--- config.mk ---
export PLATFORM = sky130hd
export DESIGN_NAME = mantissa_shift_unit_flat
export DESIGN_NICKNAME = d
export VERILOG_FILES = /design/src/rtl/mantissa_shift_unit_pkg.sv /design/src/rtl/mantissa_shift_unit_if.sv /design/src/rtl/mantissa_shift_unit_lzc.sv /design/src/rtl/mantissa_shift_unit.sv /design/src/flat_wrapper.sv
export SDC_FILE = /design/constraint.sdc
export NUM_CORES = 1
export LEC_CHECK = 0
export ABC_AREA = 1
export CORE_UTILIZATION = 30
export DETAILED_ROUTE_END_ITERATION = 10
export DONT_BUFFER_PORTS = 1
export PLACE_DENSITY = 0.46
export SLEW_MARGIN = 20
export SYNTH_ARGS = -nofsm -noshare
export SYNTH_HDL_FRONTEND = slang
export SYNTH_SLANG_ARGS = --single-unit
--- constraint.sdc ---
create_clock -name clk -period 4.8 [get_ports clk]
set_input_delay 0.96 -clock clk [delete_from_list [all_inputs] [get_ports clk]]
set_output_delay 0.96 -clock clk [all_outputs]
set_load 0.05 [all_outputs]
--- src/rtl/mantissa_shift_unit_pkg.sv ---
// Shared types for the mantissa shift unit: FSM states and operation modes.
package mantissa_shift_pkg;

    typedef enum logic [1:0] {
        IDLE  = 2'b00,
        ALIGN = 2'b01,
        NORM  = 2'b10,
        DONE  = 2'b11
    } state_t;

    // 2'b11 is not named; it decodes as load-only like MODE_LOAD.
    typedef enum logic [1:0] {
        MODE_ALIGN = 2'b00,
        MODE_NORM  = 2'b01,
        MODE_LOAD  = 2'b10
    } mode_t;

endpackage

--- src/rtl/mantissa_shift_unit_if.sv ---
// Command/result bundle of the mantissa shift unit.
interface mantissa_shift_unit_if #(
    parameter int WIDTH = 24,
    parameter int CNT_W = 8
);
    logic             start;
    logic [1:0]       mode;
    logic [WIDTH-1:0] parin_mantice;
    logic [CNT_W-1:0] shamt;
    logic             serin_from_left;
    logic [WIDTH-1:0] mantice_out;
    logic [2:0]       grs;
    logic [CNT_W-1:0] shift_cnt;
    logic             busy;
    logic             done;
    logic             zero;

    modport master (
        output start, mode, parin_mantice, shamt, serin_from_left,
        input  mantice_out, grs, shift_cnt, busy, done, zero
    );

    modport slave (
        input  start, mode, parin_mantice, shamt, serin_from_left,
        output mantice_out, grs, shift_cnt, busy, done, zero
    );
endinterface

--- src/rtl/mantissa_shift_unit_lzc.sv ---
// Leading-zero counter; an all-zero input reports WIDTH.
module mantissa_lzc #(
    parameter int WIDTH = 24
) (
    input  logic [WIDTH-1:0]               val,
    output logic [$clog2(WIDTH+1)-1:0]     lz_cnt
);
    localparam int LZ_W = $clog2(WIDTH+1);

    // Scan upward so the highest set bit determines the count.
    always_comb begin
        lz_cnt = LZ_W'(WIDTH);
        for (int unsigned i = 0; i < WIDTH; i++) begin
            if (val[i]) lz_cnt = LZ_W'(WIDTH - 1 - i);
        end
    end
endmodule

--- src/rtl/mantissa_shift_unit.sv ---
// Multi-cycle mantissa aligner/normalizer with guard/round/sticky tracking.
module mantissa_shift_unit
    import mantissa_shift_pkg::*;
#(
    parameter int WIDTH = 24,
    parameter int STEP  = 4,
    parameter int CNT_W = 8
) (
    input  logic                   clk,
    input  logic                   rst,
    mantissa_shift_unit_if.slave   bus
);
    localparam int          LZ_W   = $clog2(WIDTH+1);
    localparam int          W2     = WIDTH + 2;
    localparam int unsigned STEP_U = STEP;
    localparam logic [W2-1:0] ONES = '1;

    state_t            state;
    logic [WIDTH-1:0]  mant;
    logic              g, r, s;
    logic [CNT_W-1:0]  cnt;
    logic [CNT_W-1:0]  rem;
    logic              fill;
    logic              busy_q, done_q, zero_q;

    logic [LZ_W-1:0]   lz;
    logic [W2-1:0]     ext, r_ext, l_ext;
    logic              r_lost;
    logic [31:0]       k_align, k_norm, k_sel;
    logic [CNT_W:0]    cnt_sum;
    logic [CNT_W-1:0]  cnt_next;

    assign ext = {mant, g, r};

    mantissa_lzc #(.WIDTH(WIDTH)) u_lzc (
        .val    (mant),
        .lz_cnt (lz)
    );

    // Per-cycle shift distances, each capped at STEP.
    always_comb begin
        k_align = (32'(rem) < STEP_U) ? 32'(rem) : STEP_U;
        k_norm  = (32'(lz)  < STEP_U) ? 32'(lz)  : STEP_U;
    end

    // STEP-limited shifters: a small mux over 1..STEP positions, never a full barrel.
    always_comb begin
        r_ext  = ext;
        r_lost = 1'b0;
        l_ext  = ext;
        for (int unsigned j = 1; j <= STEP_U; j++) begin
            if (k_align == j) begin
                r_ext  = (ext >> j) | (fill ? ~(ONES >> j) : '0);
                r_lost = |(ext & ~(ONES << j));
            end
            if (k_norm == j) l_ext = ext << j;
        end
    end

    // Shift count accumulation, saturating at all-ones.
    always_comb begin
        k_sel    = (state == ALIGN) ? k_align : k_norm;
        cnt_sum  = {1'b0, cnt} + (CNT_W+1)'(k_sel);
        cnt_next = cnt_sum[CNT_W] ? '1 : cnt_sum[CNT_W-1:0];
    end

    // Control FSM with registered outputs. The final shift moves straight to DONE
    // (and zero-shift align skips ALIGN) so done lands ceil(shamt/STEP)+1 cycles
    // after the start edge; done is raised as DONE returns to IDLE.
    always_ff @(posedge clk or negedge rst) begin
        if (!rst) begin
            state  <= IDLE;
            mant   <= '0;
            g      <= 1'b0;
            r      <= 1'b0;
            s      <= 1'b0;
            cnt    <= '0;
            rem    <= '0;
            fill   <= 1'b0;
            busy_q <= 1'b0;
            done_q <= 1'b0;
            zero_q <= 1'b0;
        end else begin
            done_q <= 1'b0;
            case (state)
                IDLE: begin
                    if (bus.start) begin
                        mant   <= bus.parin_mantice;
                        g      <= 1'b0;
                        r      <= 1'b0;
                        s      <= 1'b0;
                        cnt    <= '0;
                        rem    <= bus.shamt;
                        fill   <= bus.serin_from_left;
                        zero_q <= 1'b0;
                        busy_q <= 1'b1;
                        case (mode_t'(bus.mode))
                            MODE_ALIGN: state <= (bus.shamt == '0) ? DONE : ALIGN;
                            MODE_NORM:  state <= NORM;
                            default:    state <= DONE;
                        endcase
                    end
                end
                ALIGN: begin
                    if (rem == '0) begin
                        state <= DONE;
                    end else begin
                        {mant, g, r} <= r_ext;
                        s            <= s | r_lost;
                        rem          <= rem - CNT_W'(k_align);
                        cnt          <= cnt_next;
                        if (32'(rem) == k_align) state <= DONE;
                    end
                end
                NORM: begin
                    if (mant == '0 && !g && !r) begin
                        zero_q <= 1'b1;
                        state  <= DONE;
                    end else if (mant[WIDTH-1]) begin
                        state <= DONE;
                    end else begin
                        {mant, g, r} <= l_ext;
                        cnt          <= cnt_next;
                        if (l_ext[W2-1]) state <= DONE;
                    end
                end
                DONE: begin
                    done_q <= 1'b1;
                    busy_q <= 1'b0;
                    state  <= IDLE;
                end
                default: state <= IDLE;
            endcase
        end
    end

    assign bus.mantice_out = mant;
    assign bus.grs         = {g, r, s};
    assign bus.shift_cnt   = cnt;
    assign bus.busy        = busy_q;
    assign bus.done        = done_q;
    assign bus.zero        = zero_q;
endmodule

--- src/flat_wrapper.sv ---
// flat-port wrapper written by rule: the top's interface ports become plain ports
module mantissa_shift_unit_flat import mantissa_shift_pkg::*;
#(
    parameter int WIDTH = 24,
    parameter int STEP  = 4,
    parameter int CNT_W = 8
)
  (clk, rst, bus_start, bus_mode, bus_parin_mantice, bus_shamt, bus_serin_from_left, bus_mantice_out, bus_grs, bus_shift_cnt, bus_busy, bus_done, bus_zero);
  mantissa_shift_unit_if #(.WIDTH(WIDTH), .CNT_W(CNT_W)) bus_i ();
  input  logic clk;
  input  logic rst;
  input wire logic [$bits(bus_i.start)-1:0] bus_start;
  input wire logic [$bits(bus_i.mode)-1:0] bus_mode;
  input wire logic [$bits(bus_i.parin_mantice)-1:0] bus_parin_mantice;
  input wire logic [$bits(bus_i.shamt)-1:0] bus_shamt;
  input wire logic [$bits(bus_i.serin_from_left)-1:0] bus_serin_from_left;
  output wire logic [$bits(bus_i.mantice_out)-1:0] bus_mantice_out;
  output wire logic [$bits(bus_i.grs)-1:0] bus_grs;
  output wire logic [$bits(bus_i.shift_cnt)-1:0] bus_shift_cnt;
  output wire logic [$bits(bus_i.busy)-1:0] bus_busy;
  output wire logic [$bits(bus_i.done)-1:0] bus_done;
  output wire logic [$bits(bus_i.zero)-1:0] bus_zero;
  assign bus_i.start = bus_start;
  assign bus_i.mode = bus_mode;
  assign bus_i.parin_mantice = bus_parin_mantice;
  assign bus_i.shamt = bus_shamt;
  assign bus_i.serin_from_left = bus_serin_from_left;
  assign bus_mantice_out = bus_i.mantice_out;
  assign bus_grs = bus_i.grs;
  assign bus_shift_cnt = bus_i.shift_cnt;
  assign bus_busy = bus_i.busy;
  assign bus_done = bus_i.done;
  assign bus_zero = bus_i.zero;
  mantissa_shift_unit #(.WIDTH(WIDTH), .STEP(STEP), .CNT_W(CNT_W)) u_core (.clk(clk), .rst(rst), .bus(bus_i));
endmodule
==> results of run 1 <==
==> worst max path at each step <==
stage | depth (start not counted) | slack, ps | start | to
after global routing | 34 | 490 | u_core.bus.mantice_out[3] | u_core.bus.shift_cnt[1]
after CTS | 34 | 940 | u_core.bus.mantice_out[3] | u_core.bus.shift_cnt[6]
final | 34 | 980 | u_core.bus.mantice_out[3] | u_core.bus.shift_cnt[6]
after floorplan | 36 | 880 | u_core.bus.mantice_out[1] | u_core.bus.shift_cnt[3]
after detailed placement | 34 | 960 | u_core.bus.mantice_out[3] | u_core.bus.shift_cnt[6]
after global placement | 34 | 1000 | u_core.bus.mantice_out[3] | u_core.bus.shift_cnt[7]
==> critical path: cells and delay by family, from the launching register on <==
family                     cells  cell delay [ps]
and+or+nand+nor               19             1160
buffers and inverters          5              600
adders and majority gates      2              620
AOI/OAI and AO/OA              8              990
DFF                            1              320
==> cells by family after synthesis <==
kind of cell | Yosys count | share of synthesized area
AND/OR/NAND/NOR | 349 | 0.311
AO/OA/AOI/OAI | 240 | 0.265
buffers and inverters | 138 | 0.119
other | 2 | 0.00158
XOR/XNOR | 4 | 0.00736
adder cells (fa/ha/maj) | 14 | 0.0384
flip-flops | 49 | 0.258
==> final cells by class <==
type / instances / area share
multi-input combinational: 613 / 0.589
sequential: 49 / 0.242
inverter: 71 / 0.0526
tap: 211 / 0.0521
timing repair buffer: 23 / 0.0341
clock buffer: 6 / 0.0274
clock inverter: 2 / 0.00346
==> layout by cell type (no fill, tap or decap), types with 3 or more instances in the layout <==
master     count
a21oi_1      144
a31oi_1        5
buf_4         23
clkbuf_16      5
conb_1         6
dfrtp_1       49
ha_1          13
inv_1         61
inv_2         10
nand2_1      207
nand3_1       72
nand4_1        3
nor2_1        47
nor2_2         5
nor3_1         5
nor4_1         3
o211ai_1       7
o21ai_0       64
o21ai_1        6
o22ai_1        5
xor2_1         3
==> synthesized netlist by cell type, types with 2 or more instances <==
library cell  number  share of area
clkbuf_2           5         0.0053
buf_1              3         0.0024
nor4_1             3         0.0039
nor2_1            47          0.037
nor3_4             2         0.0068
o211ai_1           7          0.011
xor2_1             3         0.0055
o21ai_0           64          0.067
nand2_1          207           0.16
nor3_1             5         0.0053
nand3_1           72          0.076
o221ai_1           2         0.0037
o31ai_1            2         0.0032
buf_2             15          0.016
conb_1             2         0.0016
nor2_2             5         0.0066
inv_2             10         0.0079
buf_4              6         0.0095
inv_1             61          0.048
or2_2              2         0.0026
o21ai_1            6         0.0063
a31oi_1            5         0.0066
clkbuf_1          38          0.030
nand4_1            3         0.0039
o22ai_1            5         0.0066
dfrtp_1           49           0.26
a21oi_1          144           0.15
ha_1              13          0.034
==> flip-flops by register name (all words and copies together) (netlist names) <==
| name | flops |
|---|---|
| u_core.s | 1 |
| u_core.bus.done | 1 |
| u_core.bus.zero | 1 |
| u_core.g | 1 |
| u_core.bus.mantice_out | 24 |
| u_core.rem | 8 |
| u_core.r | 1 |
| u_core.state | 2 |
| u_core.bus.shift_cnt | 8 |
| u_core.bus.busy | 1 |
| u_core.fill | 1 |
==> per-stage QoR <==
stage	setup slack, ps	area (um2)	cells
final	980	5070	975
after global routing	491	5070	975
after CTS	945	5070	975
after detailed placement	965	4910	967
after global placement	1000	4910	967
after floorplan	881	4780	800
==> per-layer routing <==
layer  part of all wire  GRT usage
met5                  0          0
met4             0.0098     0.0450
met3              0.064     0.0426
met2               0.45      0.324
met1               0.48      0.288
==> flow_metrics.py, run 1 <==
metrics = {
    "setup_path": {
        "crit_top_cell": "nand2_1",
        "worstSetupEndpointType": "flip-flop",
        "r2r-start": "u_core.bus.mantice_out[3]",
        "regToRegSetupSlack_ps": 980,
        "reg2reg_to": "u_core.bus.shift_cnt[6]",
        "slowest_stage": "fa_1",
        "path_max_fanout": 9,
        "slowest_delay_ps": 380,
        "critical_path_required_ps": 4980,
        "arrival_ps": 4000,
        "reg2reg_depth": 34,
        "cp-start-kind": "flip-flop",
        "crit_type": "flip-flop to flip-flop",
    },
    "flow_run": {
        "cap_violations": 0,
    },
    "logic_synthesis": {
        "synth_edf_count": 0,
        "yosys_warnings": 0,
        "yosysUniqueCellTypes": 38,
        "syn-mean-instance-area_um2": 5.98,
        "yosysSeqAreaShare": 0.258,
        "syn-cell-area_um2": 4760,
        "ys_ff_latch": 49,
        "synth_async_sr_flop_share": 1.00,
        "synth_cells": 796,
        "synthFlopType": "dfrtp_1",
    },
    "timing": {
        "skew_ps": 7.96,
        "worst_pin_slew_ps": 882,
        "relSlewSlack": 0.411,
        "hold_viol": 0,
        "rsz0062_at_grt": "false",
        "drv_slew": 0,
        "fin_setup_tns_ps": 0,
        "max_freq_mhz": 262,
        "fin_hold_ws_ps": 335,
        "fin_crit_sh": 0.796,
        "setup_viol": 0,
        "min_period_ps": 3820,
    },
    "cts": {
        "insertion_delay_ps": 310,
        "post_cts_buffers": 0,
        "clock-sinks": 49,
        "cts_max_level": 2,
        "path_clk_slew_ps": 80,
        "cts_buffer_depth": 2,
        "cts_tree": "done",
        "postCtsHoldBufs": 0,
        "cts_resized": 0,
        "root_buffer": "clkbuf_16",
        "cts_made_buffers": 5,
    },
    "grt": {
        "antenna_found_initial": 1,
        "gr-total-overflow": 0,
        "grt_max_degree": 50,
        "grt_pass1_wl_mm": 26.7,
        "gr-usage-all-layers": 0.206,
        "grt_pass1_vias": 4936,
    },
    "floorplanning": {
        "die_y_um": 128,
        "rows": 45,
        "dieArea_um2": 16400,
        "core_area_um2": 15400,
        "io_pins": 76,
        "die_x_um": 128,
        "start_util": 0.310,
    },
    "finish": {
        "fin_nets": 815,
        "fill_cells": 1696,
        "n_antenna_cell": 0,
        "syn_to_final_growth_pct": 6.49,
        "drive_gt1_frac": 0.0681,
        "multi_input_area_um2": 2980,
        "seq_area_um2": 1230,
        "fin_util": 0.330,
    },
    "placement": {
        "hpwlAfterDp_mm": 11.1,
        "portBuffers": 0,
        "globalplace.congestion": 0.813,
    },
    "worst_hold_path": {
        "worstHoldPathType": "input port to async pin",
    },
    "drt": {
        "viasPerCell": 5.28,
        "vias": 5147,
        "drc": 0,
        "wl_mm": 16.4,
        "drtIter0Drc": 502,
        "ant_nets": 0,
        "wl_per_cell_um": 16.8,
        "drtPass1Iterations": 5,
    },
    "outcome": {
        "outcome": "completed",
    },
}
Power of run 1 is not shown: default switching activity piles up to over one toggle a cycle in this logic, so the estimate is an artifact.
==> run 2: changes to the inputs <==
- clock period: 4.8 -> 3.97 ns (I/O delays scaled with it)
==> flow_metrics.py, run 2 (synthesis results as in run 1) <==
metrics = {
    "outcome": {
        "outcome": "completed",
    },
    "finish": {
        "fin_nets": 831,
        "layout_common_cells": "207 x nand2_1, 143 x a21oi_1, 72 x nand3_1",
        "drive_gt1_frac": 0.0899,
        "n_antenna_cell": 0,
        "largest_reg_flops": 24,
        "fill_cells": 1727,
        "final_common_cell": "nand2_1",
        "syn_to_final_growth_pct": 9.22,
    },
    "grt": {
        "grt_pass1_vias": 5076,
        "antenna_found_initial": 0,
        "grt_pass1_wl_mm": 27.4,
        "grt_max_degree": 50,
        "gr-usage-all-layers": 0.214,
        "gr-total-overflow": 0,
    },
    "drt": {
        "viasPerCell": 5.45,
        "drc": 0,
        "drtPass1Iterations": 6,
        "wl_per_cell_um": 17.4,
        "ant_nets": 0,
        "vias": 5392,
        "wl_mm": 17.3,
        "drtIter0Drc": 551,
    },
    "floorplanning": {
        "die_y_um": 128,
        "core_area_um2": 15400,
        "die_x_um": 128,
        "io_pins": 76,
        "dieArea_um2": 16400,
        "rows": 45,
        "start_util": 0.310,
    },
    "setup_path": {
        "cp-start-kind": "flip-flop",
        "worstSetupEndpointType": "flip-flop",
        "crit_family": "simple AND/OR/NAND/NOR gates",
        "regToRegSetupSlack_ps": 400,
        "critical_path_required_ps": 4160,
        "reg2reg_depth": 34,
        "crit_buf_inv": 4,
        "reg2reg_to": "u_core.bus.shift_cnt[3]",
        "crit_type": "flip-flop to flip-flop",
        "path_max_fanout": 7,
        "slowest_delay_ps": 380,
        "r2r-start": "u_core.bus.mantice_out[2]",
        "arrival_ps": 3760,
        "slowest_stage": "fa_1",
        "crit_top_cell": "nand2_1",
    },
    "timing": {
        "drv_slew": 0,
        "setup_viol": 0,
        "skew_ps": 9.25,
        "fin_setup_tns_ps": 0,
        "max_freq_mhz": 280,
        "relSlewSlack": 0.475,
        "rsz0062_at_grt": "false",
        "hold_viol": 0,
        "worst_pin_slew_ps": 787,
        "fin_crit_sh": 0.899,
        "min_period_ps": 3570,
    },
    "cts": {
        "cts_max_level": 2,
        "clock-sinks": 49,
        "cts_made_buffers": 5,
        "root_buffer": "clkbuf_16",
        "cts_buffer_depth": 2,
        "path_clk_slew_ps": 80,
        "postCtsHoldBufs": 0,
        "insertion_delay_ps": 310,
        "cts_tree": "done",
    },
    "flow_run": {
        "cap_violations": 0,
    },
    "worst_hold_path": {
        "worstHoldPathType": "input port to async pin",
    },
    "placement": {
        "globalplace.congestion": 0.828,
        "hpwlAfterDp_mm": 11.6,
        "portBuffers": 0,
    },
}
-- run 2: cell count changes in the layout (fill, tap and decap cells not counted) --
cell,change
clkbuf_8,-1
o21ai_1,+2
inv_2,+1
ha_2,+1
clkinv_2,+1
buf_4,+16
bufinv_16,+1
a21oi_1,-1
o21ai_0,-2
clkinv_4,-1
inv_1,-1
a21oi_2,+1
inv_6,-1
ha_1,-1
-- run 2: worst register-to-register path, delay by kind of cell (launching register included) --
family          cells  cell delay (ps)
simple gates       21             1310
compound gates      7              930
fa+ha+maj           2              580
flops               1              370
buf+inv             4              250
-- run 2: worst max-delay path by stage --
stage / startpoint / to / slack [ps] / cells past startpoint
floorplan: u_core.bus.mantice_out[1] / u_core.bus.shift_cnt[3] / 50 / 36
global placement: u_core.bus.mantice_out[2] / u_core.bus.shift_cnt[7] / 360 / 34
detailed placement: u_core.bus.mantice_out[2] / u_core.bus.shift_cnt[3] / 250 / 34
CTS: u_core.bus.mantice_out[2] / u_core.bus.shift_cnt[3] / 230 / 34
global route: u_core.bus.mantice_out[1] / u_core.bus.shift_cnt[3] / 5 / 35
finish: u_core.bus.mantice_out[2] / u_core.bus.shift_cnt[3] / 400 / 34
-- run 2: what timing repair did --
| item | in CTS | in global routing |
|---|---|---|
| endpoints found under the setup margin | 0 | 8 |
| buffers inserted | 0 | 1 |
| gates resized for setup | 0 | 5 |
-- run 2: cell type report --
| class | instances | area, um2 | area share |
|---|---|---|---|
| inverter | 71 | 267 | 0.0513 |
| clock inverter | 2 | 35.0 | 0.00674 |
| multi-input combinational | 613 | 2990 | 0.575 |
| clock buffer | 5 | 125 | 0.0241 |
| timing repair buffer | 39 | 293 | 0.0563 |
| sequential | 49 | 1230 | 0.236 |
| tap | 211 | 264 | 0.0508 |
-- run 2: metrics by stage --
stage	setup slack (ps)	instances	instance area (um2)	utilization	hold slack [ps]
after floorplan	50.7	800	4780	-	471
after global placement	364	982	5030	0.327	500
after detailed placement	251	982	5030	0.327	501
after CTS	232	989	5190	0.337	162
after global routing	4.63	990	5200	0.338	155
final	401	990	5200	0.338	170
-- run 2: per-layer routing --
layer | track usage | share of wire | wire length [um]
met3 | 0.0505 | 0.088 | 1520
met4 | 0.0637 | 0.016 | 282
met5 | 0 | 0 | 0
met2 | 0.337 | 0.44 | 7610
met1 | 0.290 | 0.45 | 7840
Power of run 2 is left out for the same reason.
